**config.mk**
```make
export PLATFORM = sky130hd
export DESIGN_NAME = seg7_scan
export DESIGN_NICKNAME = d
export VERILOG_FILES = /design/src/rtl/seg7_pkg.sv /design/src/rtl/seg7_decode.sv /design/src/rtl/seg7_scan.sv
export SDC_FILE = /design/constraint.sdc
export NUM_CORES = 1
export LEC_CHECK = 0
export CAP_MARGIN = 20
export CORE_UTILIZATION = 40
export CTS_BUF_LIST = sky130_fd_sc_hd__clkbuf_16
export CTS_CLUSTER_SIZE = 20
export DETAILED_ROUTE_END_ITERATION = 12
export GPL_TIMING_DRIVEN = 0
export PLACE_DENSITY = 0.67
export SYNTH_ARGS = -nofsm -noshare
export SYNTH_HDL_FRONTEND = slang
export SYNTH_SLANG_ARGS = --single-unit
```
**constraint.sdc**
```tcl
create_clock -name clk -period 4.8 [get_ports clk]
set_input_delay 1.44 -clock clk [delete_from_list [all_inputs] [get_ports clk]]
set_output_delay 1.44 -clock clk [all_outputs]
set_load 0.03 [all_outputs]
```
**src/rtl/seg7_pkg.sv**
```systemverilog
`default_nettype none
// +----------------------------------------------------------------------------+
// | Module     : seg7_pkg                                                      |
// | Description: Shared constants for the seven-segment scanner: the width of  |
// |              the brightness phase counter and the 16-entry hex glyph table |
// |              (active-high, bit 0 = segment a ... bit 6 = segment g).       |
// | Revision   : 1.0  initial release                                          |
// +----------------------------------------------------------------------------+
package seg7_pkg;

  // Sixteen phases per digit slot, one per brightness step.
  localparam int PHASE_W = 4;

  // Standard hex glyphs, index = nibble value.
  localparam logic [6:0] SEG_GLYPH [16] = '{
    7'h3F, 7'h06, 7'h5B, 7'h4F,   // 0 1 2 3
    7'h66, 7'h6D, 7'h7D, 7'h07,   // 4 5 6 7
    7'h7F, 7'h6F, 7'h77, 7'h7C,   // 8 9 A b
    7'h39, 7'h5E, 7'h79, 7'h71    // C d E F
  };

endpackage : seg7_pkg
`default_nettype wire

```
**src/rtl/seg7_decode.sv**
```systemverilog
`default_nettype none
// +----------------------------------------------------------------------------+
// | Module     : seg7_decode                                                   |
// | Description: Combinational nibble-to-segment decoder, active-high output.  |
// |              Output polarity is applied by the instantiating scanner.      |
// | Ports      : nib_i  [3:0]  hex nibble                                      |
// |              seg_o  [6:0]  segments a..g, bit 0 = a, 1 = segment on        |
// | Revision   : 1.0  initial release                                          |
// +----------------------------------------------------------------------------+
module seg7_decode
  import seg7_pkg::*;
(
  input  logic [3:0] nib_i,
  output logic [6:0] seg_o
);

  assign seg_o = SEG_GLYPH[nib_i];

endmodule : seg7_decode
`default_nettype wire

```
**src/rtl/seg7_scan.sv**
```systemverilog
`default_nettype none
// +----------------------------------------------------------------------------+
// | Module     : seg7_scan                                                     |
// | Description: Multiplexed seven-segment display scanner with per-slot PWM   |
// |              brightness and frame-synchronous double buffering of the      |
// |              displayed data. Optional leading-zero blanking is built when  |
// |              the macro SEG7_SCAN_LZB_EN is defined.                        |
// | Ports      : clk     rising-edge clock                                     |
// |              rst_n   synchronous active-low reset                          |
// |              data    [4*NUM_DIGITS-1:0] nibble i feeds digit i             |
// |              dp_in   [NUM_DIGITS-1:0]   decimal point per digit            |
// |              load    single-cycle capture strobe for data/dp_in            |
// |              bright  [3:0] on-time per slot in 16ths, 0 = dark             |
// |              led     [6:0] segments a..g (bit 0 = a)                       |
// |              dp      decimal point segment                                 |
// |              dig     [NUM_DIGITS-1:0] digit enables                        |
// |              frame   one-cycle pulse when the scan wraps to digit 0        |
// | Revision   : 1.0  initial release                                          |
// +----------------------------------------------------------------------------+
module seg7_scan
  import seg7_pkg::*;
#(
  parameter int NUM_DIGITS = 4,
  parameter int PRESCALE   = 50000,
  parameter int ACTIVE_LOW = 1
) (
  input  logic                    clk,
  input  logic                    rst_n,
  input  logic [4*NUM_DIGITS-1:0] data,
  input  logic [NUM_DIGITS-1:0]   dp_in,
  input  logic                    load,
  input  logic [3:0]              bright,
  output logic [6:0]              led,
  output logic                    dp,
  output logic [NUM_DIGITS-1:0]   dig,
  output logic                    frame
);

  localparam int TICKS  = PRESCALE / 16;
  localparam int TICK_W = (TICKS > 1) ? $clog2(TICKS) : 1;
  localparam int IDX_W  = (NUM_DIGITS > 1) ? $clog2(NUM_DIGITS) : 1;

  localparam logic [TICK_W-1:0]  TICK_LAST  = TICK_W'(TICKS - 1);
  localparam logic [IDX_W-1:0]   IDX_LAST   = IDX_W'(NUM_DIGITS - 1);
  localparam logic [PHASE_W-1:0] PHASE_LAST = '1;
  // XOR mask that turns active-high internal values into the pin polarity.
  localparam logic               POL        = (ACTIVE_LOW != 0);

  // Scan counters
  logic [TICK_W-1:0]       tick_q,  tick_d;
  logic [PHASE_W-1:0]      phase_q, phase_d;
  logic [IDX_W-1:0]        idx_q,   idx_d;

  // Double buffer: pending collects loads, active feeds the display
  logic [4*NUM_DIGITS-1:0] pend_data_q, pend_data_d;
  logic [NUM_DIGITS-1:0]   pend_dp_q,   pend_dp_d;
  logic [4*NUM_DIGITS-1:0] act_data_q,  act_data_d;
  logic [NUM_DIGITS-1:0]   act_dp_q,    act_dp_d;

  // Registered outputs
  logic [6:0]              led_q,   led_d;
  logic                    dp_q,    dp_d;
  logic [NUM_DIGITS-1:0]   dig_q,   dig_d;
  logic                    frame_q, frame_d;

  logic                    tick_wrap;
  logic                    phase_wrap;
  logic                    idx_wrap;

  // --------------------------------------------------------------------------
  // Counter and buffer next-state
  // --------------------------------------------------------------------------
  always_comb begin
    tick_wrap  = (tick_q == TICK_LAST);
    phase_wrap = tick_wrap && (phase_q == PHASE_LAST);
    idx_wrap   = phase_wrap && (idx_q == IDX_LAST);

    tick_d  = tick_wrap ? '0 : tick_q + 1'b1;
    // Phase is exactly PHASE_W bits wide, so 15 + 1 rolls over to 0.
    phase_d = tick_wrap ? phase_q + 1'b1 : phase_q;
    idx_d   = idx_q;
    if (phase_wrap) begin
      idx_d = idx_wrap ? '0 : idx_q + 1'b1;
    end

    pend_data_d = load ? data  : pend_data_q;
    pend_dp_d   = load ? dp_in : pend_dp_q;

    // Active only changes on the frame boundary, so a frame is never mixed.
    // A load on the boundary itself goes straight to active.
    act_data_d = act_data_q;
    act_dp_d   = act_dp_q;
    if (idx_wrap) begin
      act_data_d = load ? data  : pend_data_q;
      act_dp_d   = load ? dp_in : pend_dp_q;
    end

    frame_d = idx_wrap;
  end

  // --------------------------------------------------------------------------
  // Per-digit enable (leading-zero blanking)
  // --------------------------------------------------------------------------
  logic [NUM_DIGITS-1:0] digit_en;

`ifdef SEG7_SCAN_LZB_EN
  // A digit is blanked while every nibble from the top down to it is zero.
  // Digit 0 is outside the loop and therefore never blanked.
  always_comb begin
    logic zero_run;
    zero_run = 1'b1;
    digit_en = '1;
    for (int i = NUM_DIGITS - 1; i >= 1; i--) begin
      zero_run    = zero_run && (act_data_q[4*i +: 4] == 4'h0);
      digit_en[i] = !zero_run;
    end
  end
`else
  assign digit_en = '1;
`endif

  // --------------------------------------------------------------------------
  // Digit selection and output next-state
  // --------------------------------------------------------------------------
  logic [3:0]            sel_nib;
  logic                  sel_dp;
  logic [NUM_DIGITS-1:0] dig_hi;
  logic [6:0]            seg_hi;
  logic                  show;
  logic                  lit;

  always_comb begin
    show    = (phase_q < bright);
    sel_nib = 4'h0;
    sel_dp  = 1'b0;
    dig_hi  = '0;
    for (int i = 0; i < NUM_DIGITS; i++) begin
      if (idx_q == IDX_W'(i)) begin
        sel_nib   = act_data_q[4*i +: 4];
        sel_dp    = act_dp_q[i];
        dig_hi[i] = show && digit_en[i];
      end
    end
  end

  seg7_decode u_decode (
    .nib_i (sel_nib),
    .seg_o (seg_hi)
  );

  always_comb begin
    lit   = |dig_hi;
    led_d = (lit ? seg_hi : 7'h00) ^ {7{POL}};
    dp_d  = (lit & sel_dp) ^ POL;
    dig_d = dig_hi ^ {NUM_DIGITS{POL}};
  end

  // --------------------------------------------------------------------------
  // State registers
  // --------------------------------------------------------------------------
  always_ff @(posedge clk) begin
    if (!rst_n) begin
      tick_q      <= '0;
      phase_q     <= '0;
      idx_q       <= '0;
      pend_data_q <= '0;
      pend_dp_q   <= '0;
      act_data_q  <= '0;
      act_dp_q    <= '0;
      led_q       <= {7{POL}};
      dp_q        <= POL;
      dig_q       <= {NUM_DIGITS{POL}};
      frame_q     <= 1'b0;
    end else begin
      tick_q      <= tick_d;
      phase_q     <= phase_d;
      idx_q       <= idx_d;
      pend_data_q <= pend_data_d;
      pend_dp_q   <= pend_dp_d;
      act_data_q  <= act_data_d;
      act_dp_q    <= act_dp_d;
      led_q       <= led_d;
      dp_q        <= dp_d;
      dig_q       <= dig_d;
      frame_q     <= frame_d;
    end
  end

  assign led   = led_q;
  assign dp    = dp_q;
  assign dig   = dig_q;
  assign frame = frame_q;

endmodule : seg7_scan
`default_nettype wire

```
=== Word-level counts from Yosys, hierarchy flattened ===
Memory sizes are Yosys's and may differ from the RTL's.
Index checks and enable logic that the tools add are counted.

* Memories: 1
* Memory bits (read-only): 112
* Word-level logic and storage cells: 51
* Latch bits: 0
* Memory bits (writable): 0
* Register bits after elaboration: 71
* Output and inout port bits: 13
* Bits of input ports: 27

{| class="wikitable"
|+ Memories
! memory !! words !! width !! rd ports !! clocked after memory_dff !! wr ports !! RTL line !! RTL
|-
| (no name shown) || 16 || 7 || 1 || 0 || 0 || seg7_decode.sv:17 || <nowiki>assign seg_o = SEG_GLYPH[nib_i];</nowiki>
|}

* Multipliers: 0
* Add/subtract/negate cells: 3
* Eq/ne operators: 5
* Reduce and logical (&&, ||, !) cells: 5
* Div/mod/pow operators: 0
* Order comparisons: 2
* Bitwise operators: 6
* Shifts and indexed selects: 0
* Mux-type cells: 18

{| class="wikitable"
|+ Operators by type and width
! operator !! count
|-
| 7-bit 2-to-1 mux || 3
|-
| 4-bit 2-to-1 mux || 5
|-
| 16-bit 2-to-1 mux || 1
|-
| 12-bit by 1-bit adder with 12-bit output, second input constant || 1
|-
| 12-bit == test, second input constant || 1
|-
| 1-bit 2-to-1 mux || 8
|-
| 7-bit NOT || 1
|-
| 5-bit >= comparator, second input constant || 1
|-
| 4-bit NOT with 5-bit output || 1
|-
| 4-bit by 1-bit adder with 4-bit output, second input constant || 1
|-
| 2-bit == test, second input constant || 2
|-
| 4-bit == test, second input constant || 1
|-
| 4-bit less-than comparator || 1
|-
| 4-bit NOT || 1
|-
| 4-bit OR reduction || 1
|-
| 2-bit by 1-bit adder with 2-bit output, second input constant || 1
|-
| 2-bit by 1-bit == test with 1-bit output, second input constant || 1
|-
| 1-bit logical AND || 2
|-
| 2-bit logical NOT || 1
|-
| 2-bit 2-to-1 mux || 1
|-
| 1-bit NOT || 2
|-
| 2-bit OR reduction || 1
|-
| 1-bit AND || 1
|}

=== Logic depth before layout (Yosys ltp) ===
* Depth in word-level cells: 11
* Gate-level depth with buffers: 11
* Depth with buffers taken out: 10

=== By module ===
A second synthesis with hierarchy kept.

* Cell total of the unflattened synthesis: 330
* Area total of the unflattened synthesis: 3119.2 sq um

{| class="wikitable"
|+ By module, submodules not included
! module !! area an instance (sq um) !! instances !! cells an instance
|-
| seg7_scan || 2829.0 || 1 || 297
|-
| seg7_decode || 290.3 || 1 || 33
|}

=== Worst setup path after synthesis ===
Ideal clock, no wire load.

* Path type: in2reg
* From: input bright[1]
* To: register led_q[6] (netlist: led[6])
* Arrival time: 2.863 ns
* Library setup time: 0.149 ns
* Stages on the path: 6
* Setup slack: 1.788 ns
* Cell sequence: inv_1 > ha_1 > a211o_1 > a211oi_1 > a21boi_2 > o221ai_1

* Cells in the longest elaborated chain, start to end: 5

{| class="wikitable"
|+ RTL lines
! element !! RTL line !! RTL
|-
| start: declaration || seg7_scan.sv:32 || <nowiki>input logic [3:0] bright,</nowiki>
|-
| 4-bit less-than comparator (*) || seg7_scan.sv:133 || <nowiki>show = (phase_q < bright);</nowiki>
|-
| 1-bit 2-to-1 mux || seg7_scan.sv:138 || <nowiki>if (idx_q == IDX_W'(i)) begin</nowiki>
|-
| 4-bit OR reduction (*) || seg7_scan.sv:152 || <nowiki>lit = |dig_hi;</nowiki>
|-
| 7-bit 2-to-1 mux (*) || seg7_scan.sv:153 || <nowiki>led_d = (lit ? seg_hi : 7'h00) ^ {7{POL}};</nowiki>
|-
| 7-bit NOT (no source line) (*) || -- ||
|-
| end signal: assignment || seg7_scan.sv:170 || <nowiki>led_q <= {7{POL}};</nowiki>
|-
| end signal: assignment || seg7_scan.sv:182 || <nowiki>led_q <= led_d;</nowiki>
|-
| end: declaration || seg7_scan.sv:61 || <nowiki>logic [6:0] led_q, led_d;</nowiki>
|}

Mark *: on every way between the ends. The rest lies on a longest branch, timed or not.
A chain may end at the register's enable or synchronous reset.

=== Final worst setup path ===
* From: input bright[1]
* To: register led_q[1] (netlist: led[1])

Same word-level chain as after synthesis.

==> impl_metrics.env <==
export IMPL_synth_seq_area_share_pct=46.6
export IMPL_synth_edf_count=0
export IMPL_crit_chain="clkdlybuf4s50_1, inv_1, ha_1, a211o_1, a211oi_1, a21boi_2, o221ai_1"
export IMPL_fin_nets=410
export IMPL_switching_power_uw=281
export IMPL_final_antenna_net_count=0
export IMPL_grt_pass1_wl_um=10300
export IMPL_leakagePower_uw=0.00152
export IMPL_first_iter_violations=188
export IMPL_clk_latency_ns=0.33
export IMPL_routed_wirelength_um=5870
export IMPL_max_cap_violations=0
export IMPL_start_kind="input pin"
export IMPL_cts_htree_levels=3
export IMPL_grt_max_degree=12
export IMPL_post_route_period_util_pct=72.0
export IMPL_worstSetupPathType="in -> reg"
export IMPL_p_int_uw=1040
export IMPL_max_stage_delay_ns=0.52
export IMPL_crit_path_end_kind="flop"
export IMPL_cts_setup_buffers=0
export IMPL_clk_pin_slew_worst_paths_ns=0.05
export IMPL_rsz0062_at_grt="false"
export IMPL_drc=0
export IMPL_routed_via_density=4.97
export IMPL_fin_area_um2=3830
export IMPL_ys_async_sr_fraction_pct=0
export IMPL_num_rows=31
export IMPL_cts_hold_buf=0
export IMPL_syn_num_nets=361
export IMPL_cts_sinks=71
export IMPL_cts_tree="yes"
export IMPL_drive_gt1_share_pct=6.72
export IMPL_pwr_share_seq_pct=46.3
export IMPL_worstPathArrival_ns=3.63
export IMPL_relSlewSlack_pct=43.4
export IMPL_status="completed"
export IMPL_fin_skew_ns=0.00493
export IMPL_chipWidth_um=89.3
export IMPL_clockRootBuffer="clkbuf_16"
export IMPL_cts_resized=0
export IMPL_num_vias=2341
export IMPL_fillers=698
export IMPL_syn_to_final_growth_pct=25.8
export IMPL_tightest_slew_ns=0.849
export IMPL_dp_hpwl_um=4400
export IMPL_period_needed_ns=3.46
export IMPL_synth_ff_type="dfxtp_1"
export IMPL_hold_viol_final=0
export IMPL_antenna_found_initial=0
export IMPL_diodes=0
export IMPL_min_path_type="reg -> reg"
export IMPL_synth_distinct_cells=39
export IMPL_p_clk_share_pct=47.2
export IMPL_drt_pre_antenna_iters=4
export IMPL_synth_area_um2=3050
export IMPL_power_per_cell_area_nw_per_um2=344
export IMPL_ys_ff_latch=71
export IMPL_placed_area_um2=3550
export IMPL_cp_slowest_cell="a211oi_1"
export IMPL_clock_path_buffers=2
export IMPL_grt_use_total_pct=17.1
export IMPL_path_delay_family="compound AO/OA/AOI/OAI gates"
export IMPL_io_pin_count=40
export IMPL_cp_buffers_inverters=2
export IMPL_numCtsBuffers=9
export IMPL_die_area_um2=7980
export IMPL_wire_per_inst_um=12.5
export IMPL_ir_drop_uv=192
export IMPL_combPwrFrac_pct=6.5
export IMPL_synthCells=318
export IMPL_cp_data_required_time_ns=4.98
export IMPL_gr_total_overflow=0
export IMPL_max_freq_mhz=289
export IMPL_yosysWarningCount=0
export IMPL_setup_violations=0
export IMPL_port_buffers=38
export IMPL_die_h_um=89.3
export IMPL_fin_tns_setup_ns=0
export IMPL_routabilityCongestion=0.780
export IMPL_syn_area_per_cell_um2=9.59
export IMPL_cp_max_fo=8
export IMPL_start_util_pct=41.8
export IMPL_grt_pass1_vias=2244
export IMPL_swShare_pct=21.2
export IMPL_finalMaxSlewViolations=0
export IMPL_core_area_um2=7290
==> cell usage in the layout, fill, tap and decap left out, drive strengths merged, types with 7 or more instances in the layout <==
cell,n
dfxtp,71
nor2,46
clkdlybuf4s50,38
mux2i,26
nand3,25
o31ai,20
inv,17
nand2,17
ha,16
clkbuf,15
buf,11
xnor2,7
==> power by group through the flow <==
stage	clock, uW	sequential (uW)	combinational, uW
final	624	612	85.6
after global routing	665	613	95.8
after CTS	635	612	86.9
after detailed placement	0	624	86.7
after global placement	0	624	85.1
after floorplan	0	631	39.0
==> worst paths after layout <==
check / startpoint / to / slack (ns) / cells past startpoint
max: bright[1] / led[1] / 1.34 / 7
min: act_data_q[2] / act_data_q[2] / 0.47 / 2
max reg2reg: idx_q[1] / led[3] / 2.06 / 11
min reg2reg: act_data_q[2] / act_data_q[2] / 0.47 / 2
==> metal layers <==
metal	part of all wire (%)	up-vias	global-route usage [%]
met5	0	-	0
met4	3.2	0	9.38
met3	3.8	16	4.06
met2	42	40	25.9
met1	51	1081	22.6
li1	-	1204	-
==> state kept, by name (all words and copies together) (netlist names) <==
register	flops
frame	1
idx_q	2
pend_dp_q	4
act_data_q	16
pend_data_q	16
dp	1
dig	4
led	7
tick_q	12
phase_q	4
act_dp_q	4
==> synth_stat cells, types with 3 or more instances <==
cell type,n,area share (%)
a21oi_1,6,0.98
and3_1,4,0.82
buf_1,4,0.49
buf_2,5,0.82
clkbuf_1,6,0.74
dfxtp_1,71,47
ha_1,16,6.6
inv_1,15,1.8
mux2i_1,26,8.5
nand2_1,17,2.1
nand2b_1,5,1.0
nand3_1,24,3.9
nand3b_1,3,0.74
nor2_1,46,5.7
nor2b_1,4,0.82
nor3b_1,4,0.98
o221ai_1,5,1.4
o31ai_1,19,4.7
xnor2_1,7,2.0
xor2_1,6,1.7
==> final cells by class <==
type                            count  area, um2  area share (%)
Buffer                             17       85.1            2.22
Clock buffer                        9        225            5.87
Clock inverter                      7       56.3            1.47
Inverter                           15       56.3            1.47
Multi-Input combinational cell    215       1490            38.8
Sequential cell                    71       1420            37.1
Tap cell                           99        124            3.23
Timing Repair Buffer               38        380            9.92
==> kinds of logic (layout without fill, tap and decap cells) <==
kind of cell	count (synthesis)	count (layout)	synth area share, %
DFF	71	71	46.6
xor gates and xnor gates	13	13	3.73
AOI/OAI and AO/OA	46	46	11.4
muxes	26	26	8.54
and+or+nand+nor	114	114	18.5
buffers and inverters	32	86	4.64
adders and majority gates	16	16	6.57
==> worst reg2reg max path: stages (launching register included) <==
cell and delay, ns:
dfxtp_1 0.37, inv_1 0.08, ha_1 0.19, buf_2 0.17, nor2b_1 0.16, a22oi_1 0.09
a221oi_1 0.74, inv_1 0.19, ha_1 0.30, mux2i_1 0.14, a22o_1 0.13, nand2_1 0.05
==> stage by stage <==
step / util, % / power [uW] / hold WS, ns / std cells / setup slack (ns)
global route: 52.6 / 1370 / 0.490 / 471 / 1.09
global placement: 48.7 / 709 / 0.458 / 455 / 1.02
CTS: 52.6 / 1330 / 0.472 / 471 / 1.33
finish: 52.6 / 1320 / 0.471 / 471 / 1.34
detailed placement: 48.7 / 711 / 0.460 / 455 / 1.01
floorplan: - / 670 / 0.442 / 318 / 1.79
No activity file was read; power rests on OpenSTA's default activity.
